## config.mk

```make
export PLATFORM = sky130hd
export DESIGN_NAME = residue_channel_arbiter_flat
export DESIGN_NICKNAME = d
export VERILOG_FILES = /design/src/rtl/residue_channel_arbiter_if.sv /design/src/rtl/residue_channel_arbiter.sv /design/src/flat_wrapper.sv
export SDC_FILE = /design/constraint.sdc
export NUM_CORES = 1
export LEC_CHECK = 0
export BUFFER_PORTS_ARGS = -buffer_cell sky130_fd_sc_hd__buf_2
export CAP_MARGIN = 20
export CORE_MARGIN = 4
export CORE_UTILIZATION = 55
export CTS_BUF_LIST = sky130_fd_sc_hd__clkbuf_4 sky130_fd_sc_hd__clkbuf_8
export CTS_CLUSTER_DIAMETER = 100
export DETAILED_ROUTE_END_ITERATION = 7
export PLACE_DENSITY = 0.86
export SLEW_MARGIN = 20
export SYNTH_ARGS = -nofsm -noshare
export SYNTH_HDL_FRONTEND = slang
export SYNTH_SLANG_ARGS = --single-unit
```

## constraint.sdc

```tcl
create_clock -name clk -period 4.07 [get_ports clk]
set_clock_uncertainty 0.2 [all_clocks]
set_input_delay 0 -clock clk [delete_from_list [all_inputs] [get_ports clk]]
set_output_delay 0 -clock clk [all_outputs]
set_load 0.01 [all_outputs]
```

## src/rtl/residue_channel_arbiter_if.sv

```systemverilog
// rtl/residue_channel_arbiter_if.sv - handshake bundle between two residue requesters, the arbiter and downstream
interface residue_channel_arbiter_if;
   logic       a_valid;
   logic [5:0] a_data;
   logic       a_ready;
   logic       b_valid;
   logic [5:0] b_data;
   logic       b_ready;
   logic       out_valid;
   logic [5:0] out_data;
   logic       out_src;
   logic       out_ready;

   modport master (
      output a_valid, a_data, b_valid, b_data, out_ready,
      input  a_ready, b_ready, out_valid, out_data, out_src
   );

   modport slave (
      input  a_valid, a_data, b_valid, b_data, out_ready,
      output a_ready, b_ready, out_valid, out_data, out_src
   );
endinterface

```

## src/rtl/residue_channel_arbiter.sv

```systemverilog
// rtl/residue_channel_arbiter.sv - two-requester burst-limited arbiter onto one registered 6-bit residue channel
module residue_channel_arbiter #(
   parameter int MAX_BURST = 4
) (
   input logic                     clk,
   input logic                     reset_n,
   residue_channel_arbiter_if.slave bus
);

   typedef enum logic [1:0] {IDLE, OWN_A, OWN_B} state_t;

   localparam logic [3:0] BURST_LIMIT = 4'(MAX_BURST);

   state_t     state;
   logic [3:0] burst_cnt;
   logic [3:0] burst_inc;
   logic       under_limit;
   logic       stage_free;
   logic       grant_a;
   logic       grant_b;
   logic [5:0] sel_data;
   logic       out_valid_q;
   logic [5:0] out_data_q;
   logic       out_src_q;

   assign stage_free  = !out_valid_q || bus.out_ready;
   assign under_limit = burst_cnt < BURST_LIMIT;
   assign burst_inc   = (burst_cnt == 4'hF) ? burst_cnt : burst_cnt + 4'd1;

   // Grants depend only on state and valids, never on data; reset_n gates them off during reset.
   always_comb begin
      grant_a = 1'b0;
      grant_b = 1'b0;
      if (reset_n && stage_free) begin
         case (state)
            IDLE: begin
               if (bus.a_valid)      grant_a = 1'b1;
               else if (bus.b_valid) grant_b = 1'b1;
            end
            OWN_A: begin
               if (bus.a_valid && (!bus.b_valid || under_limit)) grant_a = 1'b1;
               else if (bus.b_valid)                            grant_b = 1'b1;
            end
            OWN_B: begin
               if (bus.b_valid && (!bus.a_valid || under_limit)) grant_b = 1'b1;
               else if (bus.a_valid)                            grant_a = 1'b1;
            end
            default: begin
               grant_a = 1'b0;
               grant_b = 1'b0;
            end
         endcase
      end
   end

   assign sel_data = grant_b ? bus.b_data : bus.a_data;

   assign bus.a_ready   = grant_a;
   assign bus.b_ready   = grant_b;
   assign bus.out_valid = out_valid_q;
   assign bus.out_data  = out_data_q;
   assign bus.out_src   = out_src_q;

   always_ff @(posedge clk or negedge reset_n) begin
      if (!reset_n) begin
         state       <= IDLE;
         burst_cnt   <= 4'd0;
         out_valid_q <= 1'b0;
         out_data_q  <= 6'd0;
         out_src_q   <= 1'b0;
      end else if (stage_free) begin
         if (grant_a) begin
            state       <= OWN_A;
            burst_cnt   <= (state == OWN_A) ? burst_inc : 4'd1;
            out_valid_q <= 1'b1;
            out_data_q  <= sel_data;
            out_src_q   <= 1'b0;
         end else if (grant_b) begin
            state       <= OWN_B;
            burst_cnt   <= (state == OWN_B) ? burst_inc : 4'd1;
            out_valid_q <= 1'b1;
            out_data_q  <= sel_data;
            out_src_q   <= 1'b1;
         end else begin
            state       <= IDLE;
            burst_cnt   <= 4'd0;
            out_valid_q <= 1'b0;
         end
      end
   end

endmodule

```

## src/flat_wrapper.sv

```systemverilog
// flat-port wrapper written by rule: the top's interface ports become plain ports
module residue_channel_arbiter_flat 
#(
   parameter int MAX_BURST = 4
)
  (clk, reset_n, bus_a_valid, bus_a_data, bus_b_valid, bus_b_data, bus_out_ready, bus_a_ready, bus_b_ready, bus_out_valid, bus_out_data, bus_out_src);
  residue_channel_arbiter_if bus_i ();
  input logic clk;
  input logic reset_n;
  input wire logic [$bits(bus_i.a_valid)-1:0] bus_a_valid;
  input wire logic [$bits(bus_i.a_data)-1:0] bus_a_data;
  input wire logic [$bits(bus_i.b_valid)-1:0] bus_b_valid;
  input wire logic [$bits(bus_i.b_data)-1:0] bus_b_data;
  input wire logic [$bits(bus_i.out_ready)-1:0] bus_out_ready;
  output wire logic [$bits(bus_i.a_ready)-1:0] bus_a_ready;
  output wire logic [$bits(bus_i.b_ready)-1:0] bus_b_ready;
  output wire logic [$bits(bus_i.out_valid)-1:0] bus_out_valid;
  output wire logic [$bits(bus_i.out_data)-1:0] bus_out_data;
  output wire logic [$bits(bus_i.out_src)-1:0] bus_out_src;
  assign bus_i.a_valid = bus_a_valid;
  assign bus_i.a_data = bus_a_data;
  assign bus_i.b_valid = bus_b_valid;
  assign bus_i.b_data = bus_b_data;
  assign bus_i.out_ready = bus_out_ready;
  assign bus_a_ready = bus_i.a_ready;
  assign bus_b_ready = bus_i.b_ready;
  assign bus_out_valid = bus_i.out_valid;
  assign bus_out_data = bus_i.out_data;
  assign bus_out_src = bus_i.out_src;
  residue_channel_arbiter #(.MAX_BURST(MAX_BURST)) u_core (.clk(clk), .reset_n(reset_n), .bus(bus_i));
endmodule
```

==> results.md <==
* Global-route wire length before repair at 4174 um
* Synth Area in XOR/XNOR at 1.059%
* Clk buf depth at 2
* Proportion of layout cells with a drive suffix above 1 at 29.23%
* Final hold vios at 0
* Final cell count without fillers at 145
* Layout Area Growth over Synthesis at 35.70%
* CTS tree: done
* Largest family of logic cells by synthesized area: simple AND/OR/NAND/NOR gates
* DR DRC count at 0
* Top cells by instance count after synthesis: dfrtp_1, o21ai_0, nor3_1
* Mapped Cells at 90
* Worst setup EP type: register
* Async S/R FF share, synth at between 90% and 100%
* Post-synth EDFFs at 0
* Chip height at 46.78 um
* Num rows at 13
* DRT antenna net count at 0
* Clk sinks at 14
* Pre-antenna DRT Iters at 4
* RD Place Congestion at slightly above 0.8
* Cell area after synthesis at 827.0 um^2
* Clock root buffer: clkbuf_4
* Post-route clock period utilization at 67.29%
* Worst Path Required at 4.10 ns
* Via Count at 885
* Status: finished, final reports clean
* Clock Latency Late Sink at 0.28 ns
* Worst slew pin tran at between 0.7 and 0.8 ns
* FF+latch count, synth at 14
* Routed wire length at 2438 um
* Buffers added on ports at 26
* Initial antenna violation count at 0
* H-Tree Depth at 1
* Yosys cell types at 30
* Final setup vio count at 0
* Initial Utilization at 61.26%
* DP Area at 929.6 um^2
* Top cells by area, synth: dfrtp_1, o21ai_0, or3b_2, a31oi_1, nor3_1
* Die ar. at 2188 um^2
* Critical path class: register to register
* Synth top area share at 42.36%
* Synth Area in Adders at 1.513%
* Simple-Gate Fraction of Synth Area at a little under a quarter
* Power Total at 374.6 uW
* Mean Syn Cell Area at 9.189 um^2
* Die W at 46.78 um
* Yosys Warn Count at 0
* RSZ-0062 raised after global routing: false
* Final nets at 150
* Post-synthesis compound-gate area fraction at between 20% and 30%
* CP arrival at 2.77 ns
* Sequential-to-total area share from yosys stat at 42.36%
* DR vias/cell at around 6.1
* Gr ovfl total at 0
* DR WL/cell at 16.81 um
* Io pins at 27
* Register clock-pin slew on the reported worst setup and hold paths at about 0.08 ns
* Lkg Pwr at approximately 0.5 nW
* Dpl cells at roughly 130
* Max cap viols at 0
* Core Area at 1350 um^2
* Postcts setup bufs at 0
* Number of antenna diodes at 0
* Slew Viols, Final at 0
* HP Class: primary input to register
* Yosys top cell by area: dfrtp_1
* Post-route cell area at about 1100 um^2
* CTS Hold Buffers Added at 17
* Top-count cell post-synth: dfrtp_1
* Maximum vdd ir drop at 0.2449 mV
* Crit path max fanout at 13
* Ys flop type: dfrtp_1
* Total CTS buffers at 3
* Fill count at 84
* 1st-iter DRT viols at 20
* Vias in the first global route at 942
* Setup TNS at 0 ns
* Syn nets at 108
* Crit start category: register
* Multiplexer share of the synthesized area at 0%
* Post-DP HPWL at 1315 um
* PwrDens at between 300 and 400 nW/um^2
* Highest clock rate at ~370 MHz
* Relative slew slack at 50.61%
* Crit path time final at roughly 2.7 ns
* Gr usage total at between 20% and 30%
* PostCTS Resize Cnt at 0
* Largest net degree at the start of global routing at 15
[placed cells by master (no fill, tap or decap)]
| cell type | n |
|---|---|
| a21boi_1 | 2 |
| a21o_1 | 1 |
| a21oi_1 | 3 |
| a31oi_1 | 6 |
| a32o_1 | 1 |
| a41oi_1 | 1 |
| and3_1 | 2 |
| and3b_1 | 1 |
| buf_2 | 26 |
| clkbuf_4 | 3 |
| dfrtp_1 | 14 |
| dlygate4sd3_1 | 17 |
| ha_1 | 1 |
| inv_1 | 4 |
| inv_2 | 1 |
| nand2_1 | 5 |
| nand2b_1 | 1 |
| nand3_1 | 4 |
| nor2_1 | 1 |
| nor2b_1 | 3 |
| nor3_1 | 7 |
| o211ai_1 | 2 |
| o21ai_0 | 12 |
| o221ai_2 | 1 |
| o311ai_0 | 1 |
| or2_1 | 1 |
| or2_2 | 1 |
| or3b_1 | 1 |
| or3b_2 | 6 |
| xor2_1 | 1 |
[routing by layer]
layer / track usage [%] / wire length [um] / up-vias
met1: 33.82 / 929 / 416
met4: 9.945 / 61 / 0
met2: 47.97 / 1269 / 48
met5: 0 / 0 / -
met3: 5.364 / 177 / 8
li1: - / - / 413
[report_power, final]
part,internal [mW],switching [mW]
Clock,0.0344,0.0465
Combinational,0.0637,0.0566
Sequential,0.159,0.0140
[area by class of cell]
type,instances,area [um^2],area share (%)
multi-input cells,65,411.6,36.68
well taps,15,18.77,1.672
repair buffers,43,300.3,26.76
inverters,5,18.77,1.672
clock buffers,3,22.52,2.007
flip-flops and latches,14,350.3,31.22
[registers in the layout (all words and copies together) (netlist names)]
| signal | flops |
|---|---|
| u_core.state | 2 |
| u_core.bus.out_src | 1 |
| u_core.burst_cnt | 4 |
| u_core.bus.out_valid | 1 |
| u_core.bus.out_data | 6 |
[worst paths after layout]
path                                startpoint                     end  slack (ns)  cells after the start
setup / recovery           u_core.burst_cnt[2]  u_core.bus.out_data[3]        1.33                      5
hold / removal                     bus_a_valid     u_core.burst_cnt[1]        0.08                      4
setup reg to reg           u_core.burst_cnt[2]  u_core.bus.out_data[3]        1.33                      5
hold reg to reg             u_core.bus.out_src      u_core.bus.out_src        0.28                      1
max in group asynchronous              reset_n     u_core.burst_cnt[3]        2.53                      3
min in group asynchronous              reset_n  u_core.bus.out_data[0]        0.73                      3
[logic make-up (layout without fill, tap and decap cells)]
family / after synthesis / count (layout)
AOI/OAI and AO/OA: 30 / 30
buffers and inverters: 11 / 51
xor gates and xnor gates: 1 / 1
adders and majority gates: 1 / 1
DFF: 14 / 14
and+or+nand+nor: 33 / 33
[through the flow]
stage               utilization, %  hold slack [ns]  setup WS (ns)
finish                       83.13          0.08448          1.332
CTS                          83.13          0.07856          1.455
detailed placement           68.86          -0.2687          1.965
global route                 83.13           0.1124         0.9334
global placement             68.86          -0.2676          2.029
floorplan                        -          -0.4956          2.160
[worst max-delay path, stage by stage, from the launching register on]
cell           delay (ns)
dfrtp_1              0.46
or3b_1               0.41
a21boi_1             0.58
o21ai_0              0.26
a31oi_1              0.20
dlygate4sd3_1        0.56
(Power assumes the default switching activity.)
